===== config.mk =====
export PLATFORM = sky130hd
export DESIGN_NAME = mult_div_unit
export DESIGN_NICKNAME = d
export VERILOG_FILES = /design/src/rtl/mult_div_unit.sv
export SDC_FILE = /design/constraint.sdc
export NUM_CORES = 1
export LEC_CHECK = 0
export ABC_AREA = 1
export BUFFER_PORTS_ARGS = -buffer_cell sky130_fd_sc_hd__buf_4
export CAP_MARGIN = 30
export CORE_MARGIN = 5
export CORE_UTILIZATION = 37
export CTS_BUF_LIST = sky130_fd_sc_hd__clkbuf_16
export DETAILED_ROUTE_END_ITERATION = 12
export PLACE_DENSITY = 0.56
export RECOVER_POWER = 100
export SYNTH_ARGS = -nofsm -noshare
export SYNTH_HDL_FRONTEND = slang
export SYNTH_SLANG_ARGS = --single-unit

===== constraint.sdc =====
create_clock -name clock -period 5.2 [get_ports clock]
set_input_delay 0 -clock clock [delete_from_list [all_inputs] [get_ports clock]]
set_output_delay 0 -clock clock [all_outputs]
set_load 0.01 [all_outputs]

===== src/rtl/mult_div_unit.sv =====
// Iterative MIPS multiply/divide unit with HI/LO registers (shift-add multiply, restoring divide).
// Optional MDU_CANCEL_EN adds a cancel input that aborts an in-flight operation.
module mult_div_unit #(
  parameter int XLEN = 32
) (
  input  logic            clock,
  input  logic            reset_n,
  input  logic            start,
  input  logic [2:0]      op,
  input  logic [XLEN-1:0] operand_a,
  input  logic [XLEN-1:0] operand_b,
`ifdef MDU_CANCEL_EN
  input  logic            cancel,
`endif
  output logic            busy,
  output logic            done,
  output logic            div_by_zero,
  output logic [XLEN-1:0] hi,
  output logic [XLEN-1:0] lo
);

  localparam int CW = $clog2(XLEN) + 1;

  typedef enum logic [1:0] {IDLE, MUL, DIV, FIN} state_t;

  state_t            state, state_next;
  logic [2*XLEN-1:0] work, step_next, prod_signed;
  logic [XLEN-1:0]   mcand, a_mag, b_mag, res_hi, res_lo;
  logic [XLEN:0]     mul_sum, div_shift, div_diff;
  logic [CW-1:0]     cnt;
  logic              neg_q, neg_r, a_neg, b_neg, is_md, is_div, b_zero, last, kill;

`ifdef MDU_CANCEL_EN
  assign kill = cancel && (state != IDLE);
`else
  assign kill = 1'b0;
`endif

  // op[2]=0 selects mul/div, op[1] selects divide, op[0]=0 is the signed flavour
  assign is_md  = ~op[2];
  assign is_div = op[1];
  assign a_neg  = ~op[0] & operand_a[XLEN-1];
  assign b_neg  = ~op[0] & operand_b[XLEN-1];
  assign a_mag  = a_neg ? -operand_a : operand_a;
  assign b_mag  = b_neg ? -operand_b : operand_b;
  assign b_zero = (operand_b == '0);
  assign last   = (cnt == CW'(1));
  assign busy   = (state != IDLE);

  // Multiply: work = {partial product, remaining multiplier}; divide: work = {remainder, dividend/quotient}
  always_comb begin
    mul_sum   = {1'b0, work[2*XLEN-1:XLEN]} + (work[0] ? {1'b0, mcand} : '0);
    div_shift = {work[2*XLEN-1:XLEN], work[XLEN-1]};
    div_diff  = div_shift - {1'b0, mcand};
    if (state == MUL)
      step_next = {mul_sum, work[XLEN-1:1]};
    else if (div_diff[XLEN])
      step_next = {div_shift[XLEN-1:0], work[XLEN-2:0], 1'b0};
    else
      step_next = {div_diff[XLEN-1:0], work[XLEN-2:0], 1'b1};
    prod_signed = neg_q ? -step_next : step_next;
    if (state == MUL) begin
      res_hi = prod_signed[2*XLEN-1:XLEN];
      res_lo = prod_signed[XLEN-1:0];
    end else begin
      res_hi = neg_r ? -step_next[2*XLEN-1:XLEN] : step_next[2*XLEN-1:XLEN];
      res_lo = neg_q ? -step_next[XLEN-1:0] : step_next[XLEN-1:0];
    end
  end

  always_ff @(posedge clock) begin
    if (!reset_n) state <= IDLE;
    else          state <= state_next;
  end

  always_comb begin
    state_next = state;
    case (state)
      IDLE: if (start && is_md) state_next = !is_div ? MUL : (b_zero ? FIN : DIV);
      MUL, DIV: if (last) state_next = IDLE;
      FIN: state_next = IDLE;
      default: state_next = IDLE;
    endcase
    if (kill) state_next = IDLE;
  end

  always_ff @(posedge clock) begin
    if (!reset_n) begin
      hi          <= '0;
      lo          <= '0;
      done        <= 1'b0;
      div_by_zero <= 1'b0;
      work        <= '0;
      mcand       <= '0;
      cnt         <= '0;
      neg_q       <= 1'b0;
      neg_r       <= 1'b0;
    end else begin
      done        <= 1'b0;
      div_by_zero <= 1'b0;
      case (state)
        IDLE: if (start) begin
          if (is_md) begin
            cnt   <= CW'(XLEN);
            neg_q <= a_neg ^ b_neg;
            neg_r <= a_neg;
            mcand <= is_div ? b_mag : a_mag;
            // A zero divisor parks the raw dividend in the upper half for HI
            if (is_div && b_zero) work <= {operand_a, {XLEN{1'b0}}};
            else                  work <= {{XLEN{1'b0}}, is_div ? a_mag : b_mag};
          end else if (op == 3'b100) begin
            hi   <= operand_a;
            done <= 1'b1;
          end else if (op == 3'b101) begin
            lo   <= operand_a;
            done <= 1'b1;
          end
        end
        MUL, DIV: if (!kill) begin
          work <= step_next;
          cnt  <= cnt - CW'(1);
          if (last) begin
            hi   <= res_hi;
            lo   <= res_lo;
            done <= 1'b1;
          end
        end
        FIN: if (!kill) begin
          hi          <= work[2*XLEN-1:XLEN];
          lo          <= '1;
          done        <= 1'b1;
          div_by_zero <= 1'b1;
        end
        default: ;
      endcase
    end
  end

endmodule


==> qor.json <==
{
  "critical_path": {
    "reg2reg_slack_ps": 190,
    "cells_along_the_critical_path": "inv_1 > ha_1 > clkbuf_2 > nor2_1 > nor2_1 > clkbuf_2 > inv_1 > buf_2 > a21oi_1",
    "timing.critical_path.slowest_cell_delay_ps": 930,
    "timing.critical_path.buf_inv": 5,
    "worst_setup_path_end_kind": "register",
    "worstReg2RegEnd": "work[45]$_SDFFE_PN0P_",
    "regToRegStartpoint": "state[1]$_SDFFE_PN0P_",
    "worst-path-max-fanout": 49,
    "cell_with_the_largest_stage_delay_on_the_worst_path": "sky130_fd_sc_hd__clkbuf_2",
    "timing.critical_path.required_ps": 5570,
    "cp.arrival_ps": 5380,
    "category_of_the_worst_setup_path_launch_point": "register",
    "worst-r2r-cell-count": 9,
    "critPathKind": "reg2reg",
    "critical_path.top_delay_family": "buffers and inverters"
  },
  "floorplanning": {
    "starting_density_pct": 37.2,
    "io_pins": 137,
    "horizontal_extent_of_the_die_um": 226,
    "number_of_placement_rows": 79,
    "die_height_um": 226,
    "dieArea_um2": 51000,
    "core_box_area_um2": 46400
  },
  "timing": {
    "fin_tns_setup_ps": 0,
    "finalSetupViolations": 0,
    "worst-slew-pin-transition_ps": 1500,
    "clock_skew_ps": 14.1,
    "final_min_period_over_clock_period_pct": 96.3,
    "peak_clock_frequency_supported_by_timing_mhz": 200,
    "final_hold_viols": 0,
    "slew_violations": 0,
    "minimum_period_implied_by_the_final_worst_setup_slack_ps": 5010,
    "slew_headroom_pct": 0.315,
    "rsz0062_at_grt": "false"
  },
  "logic_synthesis": {
    "seq_area_frac_synth_pct": 20.0,
    "synthesis.area_um2": 17200,
    "synth_flop_cell": "sky130_fd_sc_hd__dfxtp_1",
    "synthesized_area_per_cell_um2": 5.81,
    "synth_cell_type_count": 57,
    "syn-instance-count": 2967,
    "synth-edff-count": 0,
    "synthesis.yosys.warnings": 0,
    "yosys_register_bits": 172,
    "synth_async_sr_flop_share_pct": 0,
    "synth.net_count": 3113
  },
  "global_routing": {
    "grt_first_pass_wirelength_um": 133000,
    "grt-ovfl-total": 0,
    "global_route.usage.total_pct": 35.3,
    "grt_max_degree": 104,
    "number_of_antenna_violations_at_the_first_check_in_global_routing": 2,
    "first_global_vias": 19800
  },
  "routing": {
    "routed_via_density": 5.76,
    "drt_first_pass_iters": 9,
    "drt_first_iter_violations": 2657,
    "vias": 21400,
    "wirelength_um": 92500,
    "post_drt_wl_per_cell_um": 24.9,
    "routed_antenna_nets": 0,
    "remaining_drc_errors": 0
  },
  "place": {
    "number_of_port_buffers": 136,
    "gp_congestion": 1.04,
    "numPlacedInstances": 3642,
    "dp.final_hpwl_um": 74400
  },
  "pwr": {
    "ir_drop_mv": 0.521,
    "power_density_nw_per_um2": 504,
    "leakage_power_of_the_design_nw": 9.05
  },
  "final_layout": {
    "final_common_cell": "sky130_fd_sc_hd__nand2_1",
    "finalCoreUtilization_pct": 42.4,
    "final-instance-count-excl-fill": 3716,
    "num_antenna_cells": 0,
    "post_layout_nets": 3242,
    "layout.cells.most_common_list": "sky130_fd_sc_hd__nand2_1 (769), sky130_fd_sc_hd__inv_1 (366), sky130_fd_sc_hd__nor2_1 (275), sky130_fd_sc_hd__o21ai_0 (266), sky130_fd_sc_hd__a21oi_1 (259)",
    "fillers": 5236,
    "proportion_of_layout_cells_with_a_drive_suffix_above_1_pct": 8.27,
    "area_growth_syn_to_layout_pct": 14.0
  },
  "clock_tree": {
    "numCtsBuffers": 17,
    "number_of_clock_sinks_seen_by_cts": 172,
    "worstSkewPairLatency_ps": 500,
    "cts_tree": "done",
    "cts.reportedPaths.clkPinSlew_ps": 80,
    "htreeDepth": 4,
    "clock-root-buffer": "sky130_fd_sc_hd__clkbuf_16",
    "cts-root-to-sink-buffers": 2
  },
  "worst_hold_path": {
    "holdPathStages": 5,
    "hp-start": "operand_b[0]",
    "hold_path_class": "in2reg",
    "hold-path-endpoint": "work[0]$_SDFFE_PN0P_"
  },
  "status": {
    "run_status": "complete, no violations"
  },
  "run": {
    "timing.max_cap.violations": 0
  }
}
## sequential cells by signal, indices dropped and copies added, names as in the netlist
signal and flops:
cnt 6, div_by_zero 1, done 1, hi 32, lo 32, mcand 32, neg_q 1, neg_r 1
state 2, work 64
## metrics by stage
step	power, mW	area [um^2]	setup WS (ps)	hold slack (ps)
6_report	9.91	19700	195	28.6
5_1_grt	10.5	19700	19.0	45.4
4_1_cts	9.89	19900	419	0.155
3_5_place_dp	8.48	18900	443	345
3_3_place_gp	8.49	18900	490	339
2_1_floorplan	5.99	17200	1240	148
## layer usage
| layer | vias up | track usage (%) | share of wire [%] |
|---|---|---|---|
| met3 | 227 | 7.02 | 8.9 |
| met5 | - | 0 | 0 |
| li1 | 10100 | - | - |
| met1 | 10100 | 45.9 | 41 |
| met4 | 0 | 19.0 | 6.1 |
| met2 | 1042 | 54.9 | 44 |
## synth_stat cells, types with 3 or more instances
master                     instances  area (um^2)
sky130_fd_sc_hd__a211oi_1          5         37.5
sky130_fd_sc_hd__nand4_1          37          231
sky130_fd_sc_hd__nor3_1           34          170
sky130_fd_sc_hd__o22ai_1           5         31.3
sky130_fd_sc_hd__o21ai_0         260         1300
sky130_fd_sc_hd__or2_2            15         93.8
sky130_fd_sc_hd__a21oi_1         259         1300
sky130_fd_sc_hd__nand3_1         197          986
sky130_fd_sc_hd__a221oi_1         10         87.6
sky130_fd_sc_hd__inv_1           365         1370
sky130_fd_sc_hd__nor2_2           19          119
sky130_fd_sc_hd__nor2_4            4         45.0
sky130_fd_sc_hd__a22oi_1          10         75.1
sky130_fd_sc_hd__nand3b_1         14          105
sky130_fd_sc_hd__inv_2             9         33.8
sky130_fd_sc_hd__xnor2_1          29          254
sky130_fd_sc_hd__xor2_1           52          455
sky130_fd_sc_hd__nor4_1            7         43.8
sky130_fd_sc_hd__nand2_1         767         2880
sky130_fd_sc_hd__dfxtp_1         172         3440
sky130_fd_sc_hd__nor3_2            4         40.0
sky130_fd_sc_hd__o221ai_1          3         26.3
sky130_fd_sc_hd__a31oi_1          44          275
sky130_fd_sc_hd__a41oi_1           5         43.8
sky130_fd_sc_hd__buf_1            12         45.0
sky130_fd_sc_hd__nand3_2           5         50.1
sky130_fd_sc_hd__clkbuf_1         94          353
sky130_fd_sc_hd__o21a_1            7         52.6
sky130_fd_sc_hd__nor2_1          274         1030
sky130_fd_sc_hd__o21bai_1         16          120
sky130_fd_sc_hd__clkinv_1          6         22.5
sky130_fd_sc_hd__a21oi_2           4         35.0
sky130_fd_sc_hd__o211ai_1         50          375
sky130_fd_sc_hd__buf_6             5         56.3
sky130_fd_sc_hd__o31ai_1           3         22.5
sky130_fd_sc_hd__buf_2            11         55.1
sky130_fd_sc_hd__ha_1             74          926
sky130_fd_sc_hd__o21ai_1          21          105
sky130_fd_sc_hd__nand2_2          28          175
sky130_fd_sc_hd__nand2_4           7         78.8
## where the power goes
part           total, mW  switching, mW  leakage (nW)  internal (mW)
combinational       6.68           4.92          7.35           1.76
sequential          1.86          0.251          1.41           1.60
clock               1.37          0.652         0.290          0.716
## area by class of cell
cell class / instances / area, um^2 / area share [%]
multi-input combinational: 2290 / 11800 / 60.2
sequential: 172 / 3440 / 17.5
timing repair buffer: 235 / 1610 / 8.19
inverter: 380 / 1430 / 7.26
tap: 607 / 759 / 3.86
clock buffer: 17 / 425 / 2.16
clock inverter: 15 / 161 / 0.821
## worst register-to-register path: cells and delay by family, from the launching register on
family	cells	cell delay, ps
AND/OR/NAND/NOR	2	1090
flip-flops	1	340
buffers and inverters	5	2880
adder cells (fa/ha/maj)	1	180
AO/OA/AOI/OAI	1	400
## worst max path at each step
stage	endpoint	start	cells past startpoint
after floorplan	hi[24]$_SDFFE_PN0P_	work[31]$_SDFFE_PN0P_	35
after global placement	hi[28]$_SDFFE_PN0P_	work[31]$_SDFFE_PN0P_	35
after detailed placement	hi[28]$_SDFFE_PN0P_	work[31]$_SDFFE_PN0P_	35
after CTS	hi[28]$_SDFFE_PN0P_	work[31]$_SDFFE_PN0P_	35
after global routing	hi[30]$_SDFFE_PN0P_	work[31]$_SDFFE_PN0P_	35
final	work[45]$_SDFFE_PN0P_	state[1]$_SDFFE_PN0P_	9
## kinds of logic (layout without fill, tap and decap cells)
group | Yosys count | after routing | share of synthesized area [%]
simple gates | 1420 | 1420 | 35.6
compound gates | 713 | 713 | 23.3
buf+inv | 505 | 647 | 11.4
flops | 172 | 172 | 20.0
xor+xnor | 81 | 81 | 4.12
fa+ha+maj | 76 | 76 | 5.60
## timing repair
item / 4_1_cts / 5_1_grt
hold buffers: 41 / 0
setup buffers: 0 / 0
endpoints found under the hold margin: 92 / 0
resized for setup: 0 / 5
setup endpoints to repair: 0 / 4
No activity file was read; power rests on OpenSTA's default activity.
